<file path="src/rtl/canal_pkg.sv">
// Shared definitions for the canal lock controller: FSM state encoding and side codes.
package canal_pkg;

  typedef enum logic [2:0] {
    IDLE      = 3'd0,
    LEVEL_IN  = 3'd1,
    ENTER     = 3'd2,
    LEVEL_OUT = 3'd3,
    EXIT      = 3'd4,
    MANUAL    = 3'd5
  } state_t;

  localparam logic SIDE_OUTER = 1'b1;
  localparam logic SIDE_INNER = 1'b0;

endpackage

</file>
<file path="src/rtl/gondola_fifo.sv">
// Arrival queue of gondola IDs: valid/ready push, pop of the head, occupancy count.
module gondola_fifo #(
  parameter int DEPTH = 4,
  parameter int W     = 4
) (
  input  logic                       clk,
  input  logic                       rst,
  input  logic                       push_valid,
  output logic                       push_ready,
  input  logic [W-1:0]               push_data,
  input  logic                       pop,
  output logic [W-1:0]               head,
  output logic [$clog2(DEPTH+1)-1:0] count
);

  localparam int AW = (DEPTH > 1) ? $clog2(DEPTH) : 1;
  localparam int CW = $clog2(DEPTH+1);

  logic [W-1:0]  mem [DEPTH];
  logic [AW-1:0] rd_ptr;
  logic [AW-1:0] wr_ptr;
  logic          do_push;
  logic          do_pop;

  assign push_ready = (count != CW'(DEPTH));
  assign do_push    = push_valid && push_ready;
  assign do_pop     = pop && (count != '0);
  assign head       = mem[rd_ptr];

  function automatic logic [AW-1:0] ptr_inc(input logic [AW-1:0] p);
    return (p == AW'(DEPTH-1)) ? '0 : p + 1'b1;
  endfunction

  // Storage write; contents need no reset since count gates visibility.
  always_ff @(posedge clk) begin
    if (do_push) mem[wr_ptr] <= push_data;
  end

  // Pointer and occupancy bookkeeping.
  always_ff @(posedge clk) begin
    if (rst) begin
      rd_ptr <= '0;
      wr_ptr <= '0;
      count  <= '0;
    end else begin
      if (do_push) wr_ptr <= ptr_inc(wr_ptr);
      if (do_pop)  rd_ptr <= ptr_inc(rd_ptr);
      case ({do_push, do_pop})
        2'b10:   count <= count + 1'b1;
        2'b01:   count <= count - 1'b1;
        default: count <= count;
      endcase
    end
  end

endmodule

</file>
<file path="src/rtl/canal_lock_ctrl.sv">
// Two-gate canal lock controller: per-side arrival queues with approach timers,
// automatic transit sequencing and interlocked manual control.
module canal_lock_ctrl #(
  parameter int WATER_W       = 8,
  parameter int OUTER_LEVEL   = 73,
  parameter int INNER_LEVEL   = 49,
  parameter int RESET_LEVEL   = 52,
  parameter int FILL_STEP     = 2,
  parameter int DRAIN_STEP    = 2,
  parameter int ARRIVE_CYCLES = 10,
  parameter int QDEPTH        = 4,
  parameter int ID_W          = 4
) (
  input  logic                        clk,
  input  logic                        rst,
  input  logic                        auto_mode,
  input  logic                        fill_req,
  input  logic                        drain_req,
  input  logic                        outer_open_req,
  input  logic                        inner_open_req,
  input  logic                        arrive_valid,
  input  logic                        arrive_side,
  input  logic [ID_W-1:0]             arrive_id,
  output logic                        arrive_ready,
  input  logic                        depart_ack,
  output logic [WATER_W-1:0]          lock_level,
  output logic                        outer_open,
  output logic                        inner_open,
  output logic                        occupied,
  output logic                        occ_dir,
  output logic                        depart_valid,
  output logic [ID_W-1:0]             depart_id,
  output logic [$clog2(QDEPTH+1)-1:0] q_count_outer,
  output logic [$clog2(QDEPTH+1)-1:0] q_count_inner,
  output logic [2:0]                  state
);

  import canal_pkg::*;

  localparam int ACW = (ARRIVE_CYCLES > 0) ? $clog2(ARRIVE_CYCLES+1) : 1;
  localparam logic [WATER_W-1:0] OUT_L = WATER_W'(OUTER_LEVEL);
  localparam logic [WATER_W-1:0] IN_L  = WATER_W'(INNER_LEVEL);
  localparam logic [WATER_W-1:0] RST_L = WATER_W'(RESET_LEVEL);

  state_t             st;
  logic               serve;
  logic               last_served;
  logic [ID_W-1:0]    occ_id;
  logic               rdy_o, rdy_i;
  logic               pop_o, pop_i;
  logic [ID_W-1:0]    head_o, head_i;
  logic [ACW-1:0]     cnt_o, cnt_i;
  logic               elig_o, elig_i;
  logic               man_enter, man_side;
  logic               gates_closed;
  logic [WATER_W-1:0] man_lvl, step_in, step_out, serve_lvl, opp_lvl;
  logic               man_outer, man_inner;

  assign state        = st;
  assign arrive_ready = (arrive_side == SIDE_OUTER) ? rdy_o : rdy_i;

  gondola_fifo #(.DEPTH(QDEPTH), .W(ID_W)) u_fifo_outer (
    .clk        (clk),
    .rst        (rst),
    .push_valid (arrive_valid && (arrive_side == SIDE_OUTER)),
    .push_ready (rdy_o),
    .push_data  (arrive_id),
    .pop        (pop_o),
    .head       (head_o),
    .count      (q_count_outer)
  );

  gondola_fifo #(.DEPTH(QDEPTH), .W(ID_W)) u_fifo_inner (
    .clk        (clk),
    .rst        (rst),
    .push_valid (arrive_valid && (arrive_side == SIDE_INNER)),
    .push_ready (rdy_i),
    .push_data  (arrive_id),
    .pop        (pop_i),
    .head       (head_i),
    .count      (q_count_inner)
  );

  function automatic logic [WATER_W-1:0] fill_lvl(input logic [WATER_W-1:0] lvl);
    logic [WATER_W:0] sum;
    sum = {1'b0, lvl} + (WATER_W+1)'(FILL_STEP);
    return (sum > {1'b0, OUT_L}) ? OUT_L : sum[WATER_W-1:0];
  endfunction

  function automatic logic [WATER_W-1:0] drain_lvl(input logic [WATER_W-1:0] lvl);
    return ({1'b0, lvl} < ({1'b0, IN_L} + (WATER_W+1)'(DRAIN_STEP))) ?
           IN_L : lvl - WATER_W'(DRAIN_STEP);
  endfunction

  function automatic logic [WATER_W-1:0] step_toward(input logic [WATER_W-1:0] lvl,
                                                     input logic [WATER_W-1:0] tgt);
    if (lvl < tgt)      return fill_lvl(lvl);
    else if (lvl > tgt) return drain_lvl(lvl);
    else                return lvl;
  endfunction

  assign elig_o = (q_count_outer != '0) && (cnt_o == ACW'(ARRIVE_CYCLES));
  assign elig_i = (q_count_inner != '0) && (cnt_i == ACW'(ARRIVE_CYCLES));

  // Approach timers restart whenever the head changes (pop) or the queue is empty.
  always_ff @(posedge clk) begin
    if (rst) begin
      cnt_o <= '0;
      cnt_i <= '0;
    end else begin
      if (pop_o || q_count_outer == '0)       cnt_o <= '0;
      else if (cnt_o != ACW'(ARRIVE_CYCLES))  cnt_o <= cnt_o + 1'b1;
      if (pop_i || q_count_inner == '0)       cnt_i <= '0;
      else if (cnt_i != ACW'(ARRIVE_CYCLES))  cnt_i <= cnt_i + 1'b1;
    end
  end

  // Next-level, gate-permission and dequeue decisions for the current cycle.
  always_comb begin
    gates_closed = !outer_open && !inner_open;
    serve_lvl    = (serve == SIDE_OUTER) ? OUT_L : IN_L;
    opp_lvl      = (serve == SIDE_OUTER) ? IN_L : OUT_L;
    step_in      = step_toward(lock_level, serve_lvl);
    step_out     = step_toward(lock_level, opp_lvl);

    man_lvl = lock_level;
    if (gates_closed) begin
      if (fill_req)       man_lvl = fill_lvl(lock_level);
      else if (drain_req) man_lvl = drain_lvl(lock_level);
    end
    // A gate may open only if the level is at its side now and stays there this cycle.
    man_outer = outer_open_req && (lock_level == OUT_L) && (man_lvl == OUT_L) && !inner_open;
    man_inner = inner_open_req && (lock_level == IN_L) && (man_lvl == IN_L) && !outer_open;

    pop_o     = 1'b0;
    pop_i     = 1'b0;
    man_enter = 1'b0;
    man_side  = SIDE_INNER;
    if (st == ENTER) begin
      if (serve == SIDE_OUTER) pop_o = 1'b1;
      else                     pop_i = 1'b1;
    end else if (st == MANUAL && !occupied) begin
      if (outer_open && elig_o) begin
        pop_o     = 1'b1;
        man_enter = 1'b1;
        man_side  = SIDE_OUTER;
      end else if (inner_open && elig_i) begin
        pop_i     = 1'b1;
        man_enter = 1'b1;
        man_side  = SIDE_INNER;
      end
    end
  end

  // Sequencing FSM with registered level, gate and occupancy outputs.
  always_ff @(posedge clk) begin
    if (rst) begin
      st           <= IDLE;
      lock_level   <= RST_L;
      outer_open   <= 1'b0;
      inner_open   <= 1'b0;
      occupied     <= 1'b0;
      occ_dir      <= SIDE_INNER;
      occ_id       <= '0;
      depart_valid <= 1'b0;
      depart_id    <= '0;
      serve        <= SIDE_INNER;
      last_served  <= SIDE_INNER;
    end else begin
      depart_valid <= 1'b0;
      case (st)
        IDLE: begin
          if (!auto_mode) begin
            st <= MANUAL;
          end else if (elig_o && elig_i) begin
            serve <= ~last_served;
            st    <= LEVEL_IN;
          end else if (elig_o) begin
            serve <= SIDE_OUTER;
            st    <= LEVEL_IN;
          end else if (elig_i) begin
            serve <= SIDE_INNER;
            st    <= LEVEL_IN;
          end
        end
        LEVEL_IN: begin
          lock_level <= step_in;
          // Transition on the step that lands on target so travel takes ceil(d/step) cycles.
          if (step_in == serve_lvl) begin
            st <= ENTER;
            if (serve == SIDE_OUTER) outer_open <= 1'b1;
            else                     inner_open <= 1'b1;
          end
        end
        ENTER: begin
          outer_open  <= 1'b0;
          inner_open  <= 1'b0;
          occupied    <= 1'b1;
          occ_dir     <= serve;
          occ_id      <= (serve == SIDE_OUTER) ? head_o : head_i;
          last_served <= serve;
          st          <= LEVEL_OUT;
        end
        LEVEL_OUT: begin
          lock_level <= step_out;
          if (step_out == opp_lvl) begin
            st <= EXIT;
            if (serve == SIDE_OUTER) inner_open <= 1'b1;
            else                     outer_open <= 1'b1;
          end
        end
        EXIT: begin
          if (depart_ack) begin
            depart_valid <= 1'b1;
            depart_id    <= occ_id;
            occupied     <= 1'b0;
            outer_open   <= 1'b0;
            inner_open   <= 1'b0;
            st           <= IDLE;
          end
        end
        MANUAL: begin
          lock_level <= man_lvl;
          if (auto_mode && gates_closed && !occupied) begin
            st <= IDLE;
          end else begin
            outer_open <= man_outer;
            inner_open <= man_inner;
          end
          if (man_enter) begin
            occupied <= 1'b1;
            occ_dir  <= man_side;
            occ_id   <= (man_side == SIDE_OUTER) ? head_o : head_i;
          end else if (occupied && depart_ack &&
                       ((occ_dir == SIDE_OUTER) ? inner_open : outer_open)) begin
            depart_valid <= 1'b1;
            depart_id    <= occ_id;
            occupied     <= 1'b0;
          end
        end
        default: st <= IDLE;
      endcase
    end
  end

endmodule

</file>
<file path="config.mk">
export PLATFORM = sky130hd
export DESIGN_NAME = canal_lock_ctrl
export DESIGN_NICKNAME = d
export VERILOG_FILES = /design/src/rtl/canal_pkg.sv /design/src/rtl/gondola_fifo.sv /design/src/rtl/canal_lock_ctrl.sv
export SDC_FILE = /design/constraint.sdc
export NUM_CORES = 1
export LEC_CHECK = 0
export BUFFER_PORTS_ARGS = -buffer_cell sky130_fd_sc_hd__buf_4
export CORE_ASPECT_RATIO = 1.4
export CORE_MARGIN = 4
export CORE_UTILIZATION = 49
export DETAILED_ROUTE_END_ITERATION = 12
export PLACE_DENSITY_LB_ADDON = 0.3
export RECOVER_POWER = 50
export SETUP_SLACK_MARGIN = 0.3
export SLEW_MARGIN = 0
export SYNTH_ARGS = -nofsm -noshare
export SYNTH_HDL_FRONTEND = slang
export SYNTH_SLANG_ARGS = --single-unit
</file>
<file path="constraint.sdc">
create_clock -name clk -period 4.2 [get_ports clk]
set_input_delay 0.63 -clock clk [delete_from_list [all_inputs] [get_ports clk]]
set_output_delay 0.63 -clock clk [all_outputs]
set_load 0.05 [all_outputs]
</file>
==> tab_implementation.tex <==
\begin{tabular}{lr}
\hline
Metric & Value \\
\hline
\multicolumn{2}{l}{\textbf{STA}} \\
Unrepaired setup endpoints after global routing & no \\
Transition time at the pin with the least slew margin & 1.10 ns \\
Total negative slack & 0 ns \\
Final count of negative-setup-slack endpoints & 0 \\
Hold slack final & between 0.4 and 0.5 ns \\
Final WS setup & 0.506 ns \\
Final min period & between 3 and 4 ns \\
Relative slew slack & 26.4\% \\
Slew Limit Fails & 0 \\
Hold violation total from the final report & 0 \\
Share of the clock period used by the worst path & 88.0\% \\
Maximum clock rate & 0.271 GHz \\
Clock skew after layout & 0.00880 ns \\
\multicolumn{2}{l}{\textbf{Synthesis}} \\
Synth warn & 0 \\
Syn Area/Cell & 9.02 sq um \\
Total nets after synthesis & 629 \\
Number of cells produced by synthesis & 584 \\
Count of unique library cells instantiated by Yosys & 75 \\
Number of synthesized register bits & between 80 and 90 \\
Fraction of registers with async set/reset & 0\% \\
Leading area contributor after synthesis & sky130\_fd\_sc\_hd\_\_dfxtp\_1 \\
Most area-consuming cells after synthesis & sky130\_fd\_sc\_hd\_\_dfxtp\_1 20\%, sky130\_fd\_sc\_hd\_\_edfxtp\_1 18\%, sky130\_fd\_sc\_hd\_\_ha\_1 6.9\%, sky130\_fd\_sc\_hd\_\_nor2\_1 4.9\%, sky130\_fd\_sc\_hd\_\_mux2i\_1 3.4\% \\
Sequential-to-total area share from yosys stat & 38.0\% \\
Count of flip-flops with a built-in enable after synthesis & 32 \\
Post-synthesis instance area & around 5300 sq um \\
Yosys top cell area share & between 10\% and 20\% \\
Top FF cell, synth & sky130\_fd\_sc\_hd\_\_dfxtp\_1 \\
\multicolumn{2}{l}{\textbf{Worst setup path}} \\
Instance count on the critical path & 9 \\
Type of element launching the critical path & flop \\
Longest individual stage delay on the worst path & 0.66 ns \\
Critical path cell sequence & or4b\_1 > or4\_4 > nand2\_1 > nor3\_1 > a31oi\_1 > o21ai\_0 > a2111o\_1 > or4b\_1 > a21oi\_1 \\
Critical Path Sink Type & flop \\
CP max FO & 12 \\
Type of the worst setup path & flop to flop \\
Worst path arrival time & 3.96 ns \\
Worst reg-to-reg path cell count & 9 \\
Library cell contributing the largest single delay on the critical path & sky130\_fd\_sc\_hd\_\_or4b\_1 \\
Most frequent cell on the critical path & sky130\_fd\_sc\_hd\_\_or4b\_1 \\
Crit path max-delay family & simple AND/OR/NAND/NOR gates \\
Number of buffers and inverters on the critical path & 0 \\
WP data required & roughly 4.5 ns \\
\multicolumn{2}{l}{\textbf{Drt}} \\
WL final & approximately 16 mm \\
Number of DRC violations after detailed-routing iteration 0 & between 200 and 300 \\
DRC Markers & 0 \\
Via density & around 6.2 \\
Via count & 4774 \\
Antenna Violating Nets Remaining & 0 \\
Routed wire length per instance & 20.7 microns \\
Drt first pass iters & 5 \\
\multicolumn{2}{l}{\textbf{Cells and area}} \\
Area growth, synth to finish & 15.4\% \\
Number of antenna repair diodes & 0 \\
Share of cells above drive strength 1 & 15.4\% \\
Number of fill cells & 964 \\
Final net count & 677 \\
Final Util & 58.1\% \\
Footprint of the multi-input gates & 3040 sq um \\
Sequential cell area in the final layout & roughly 2000 sq um \\
\multicolumn{2}{l}{\textbf{Placement}} \\
Buffers added on ports & 40 \\
Sum of net half-perimeters after detailed placement & around 12 mm \\
RD Place Congestion & 1.03 \\
Setup slack at placement & 0.425 ns \\
\multicolumn{2}{l}{\textbf{Pwr}} \\
Peak supply drop & 0.000398 V \\
Pwr/cell area & 656 nW/um\^{}2 \\
Standby leakage power & 2.23 nW \\
\multicolumn{2}{l}{\textbf{Clocking}} \\
Register clock-pin slew on the reported worst setup and hold paths & about 0.060 ns \\
Maximum level of the CTS H-tree & 3 \\
TritonCTS clock tree & yes \\
Number of clock sinks seen by CTS & 84 \\
Root Buffer & sky130\_fd\_sc\_hd\_\_clkbuf\_16 \\
Largest buffer count on any clock path & 2 \\
\# Post-CTS Setup Buffers & 0 \\
Clock insertion delay at the later pin of the skew report & 0.34 ns \\
CTS Buf Count & 9 \\
\multicolumn{2}{l}{\textbf{Min path}} \\
Worst hold path type & flop to flop \\
Depth of the worst hold-timing path & 2 \\
\multicolumn{2}{l}{\textbf{Global route}} \\
Pin count of the biggest net entering global routing & 36 \\
Overflow left after global routing & 0 \\
Number of global-route vias before repair & 4879 \\
Initial antenna violation count & 0 \\
Wire length of the first global-routing pass & roughly 25 mm \\
Total track usage & 26.9\% \\
\multicolumn{2}{l}{\textbf{Run status}} \\
Run status & finished, final reports clean \\
\multicolumn{2}{l}{\textbf{Floorplan}} \\
Initial core utilization & 50.3\% \\
Die area & 12500 sq um \\
Height of the chip & 131 microns \\
FP Rows & 44 \\
Die boundary width & 95.6 microns \\
Number of ports placed on the die boundary & 41 \\
Total core area & 10500 sq um \\
\multicolumn{2}{l}{\textbf{Run}} \\
Count of maximum capacitance violations & 0 \\
\hline
\end{tabular}
==> tightest hold or removal path, stage by stage (launching register included) <==
cell and delay [ns]:
sky130_fd_sc_hd__dfxtp_1 0.31, sky130_fd_sc_hd__nand2_1 0.05, sky130_fd_sc_hd__a21oi_1 0.06
==> power by group <==
part,total (W),switching (W),internal [W],leakage (nW)
Combinational,0.00217,0.00140,0.000763,1.37
Sequential,0.00104,0.000115,0.000927,0.712
Clock,0.000775,0.000314,0.000460,0.144
Total,0.00398,0.00183,0.00215,2.23
==> state kept, by name (all words and copies together), names as in the netlist, 2 cells and up, named ones only <==
register	flops
u_fifo_outer.rd_ptr	2
u_fifo_outer.count	3
u_fifo_inner.rd_ptr	2
u_fifo_inner.mem	16
u_fifo_inner.count	3
u_fifo_outer.mem	16
state	3
u_fifo_outer.wr_ptr	2
cnt_i	4
cnt_o	4
lock_level	8
occ_id	4
u_fifo_inner.wr_ptr	2
depart_id	4
==> cell families after synthesis <==
family / Yosys count / synth area share, %
adder cells (fa/ha/maj): 31 / 7.65
AND/OR/NAND/NOR: 220 / 21.0
AO/OA/AOI/OAI: 145 / 18.8
flip-flops: 84 / 38.0
XOR/XNOR: 12 / 2.00
buffers and inverters: 61 / 4.59
multiplexers: 31 / 7.98
==> cell usage after synthesis, drive strengths merged (11+ instances only) <==
cell type / instances
dfxtp: 52
clkbuf: 26
nand2: 47
mux2i: 18
nor3: 22
edfxtp: 32
a31oi: 12
a21oi: 27
inv: 25
ha: 29
nor2: 69
o21ai: 35
or3: 11
==> through the flow <==
step                power, W  cells  cell area (sq um)
floorplan            0.00243    584               5270
global placement     0.00318    759               5830
detailed placement   0.00318    759               5830
CTS                  0.00396    775               6120
global route         0.00420    775               6080
finish               0.00398    775               6080
==> layer usage <==
metal	global-route usage (%)	vias up	wire [microns]	share of wire [%]
met1	26.9	2277	5620	35
met3	4.18	75	699	4.4
met2	49.2	183	8460	53
met5	0	-	0	0
li1	-	2239	-	-
met4	19.9	0	1260	7.8
==> final cells by class <==
type	count	area share [%]
Multi-Input combinational cell	439	50.1
Sequential cell	84	33.0
Timing Repair Buffer	71	7.60
Clock buffer	10	3.77
Tap cell	138	2.84
Inverter	27	1.67
Clock inverter	6	1.07
==> cells in the final DEF, fill, tap and decap left out, types with 4 or more instances in the layout <==
| cell | n |
|---|---|
| sky130_fd_sc_hd__and2_1 | 4 |
| sky130_fd_sc_hd__clkbuf_1 | 20 |
| sky130_fd_sc_hd__a31oi_1 | 12 |
| sky130_fd_sc_hd__xnor2_1 | 5 |
| sky130_fd_sc_hd__nor4_1 | 6 |
| sky130_fd_sc_hd__mux2i_1 | 18 |
| sky130_fd_sc_hd__buf_4 | 52 |
| sky130_fd_sc_hd__o21ai_0 | 30 |
| sky130_fd_sc_hd__and3_1 | 4 |
| sky130_fd_sc_hd__mux2_2 | 4 |
| sky130_fd_sc_hd__nor2b_1 | 7 |
| sky130_fd_sc_hd__inv_1 | 25 |
| sky130_fd_sc_hd__a21oi_1 | 27 |
| sky130_fd_sc_hd__or2_2 | 7 |
| sky130_fd_sc_hd__clkbuf_16 | 9 |
| sky130_fd_sc_hd__mux4_2 | 8 |
| sky130_fd_sc_hd__nand2b_1 | 5 |
| sky130_fd_sc_hd__ha_1 | 29 |
| sky130_fd_sc_hd__dfxtp_1 | 49 |
| sky130_fd_sc_hd__nand2_1 | 47 |
| sky130_fd_sc_hd__or3_1 | 11 |
| sky130_fd_sc_hd__nand3_1 | 8 |
| sky130_fd_sc_hd__o211ai_1 | 6 |
| sky130_fd_sc_hd__and2_0 | 5 |
| sky130_fd_sc_hd__nand3b_1 | 5 |
| sky130_fd_sc_hd__xor2_1 | 7 |
| sky130_fd_sc_hd__o21ai_1 | 5 |
| sky130_fd_sc_hd__o31ai_1 | 7 |
| sky130_fd_sc_hd__nor3_1 | 20 |
| sky130_fd_sc_hd__nor2_1 | 68 |
| sky130_fd_sc_hd__edfxtp_1 | 32 |
| sky130_fd_sc_hd__a211oi_1 | 10 |
==> what timing repair did <==
action                     4_1_cts  5_1_grt
setup endpoints to repair        0        5
gates resized for setup          0        6
hold buffers                     0        0
==> path summary, 6_finish.rpt <==
path,start,slack [ns],end
setup / recovery,lock_level[7],0.51,inner_open
hold reg to reg,last_served,0.47,last_served
hold / removal,last_served,0.47,last_served
setup reg to reg,lock_level[7],0.51,inner_open
Note: power is estimated with default switching activity, not from simulation.
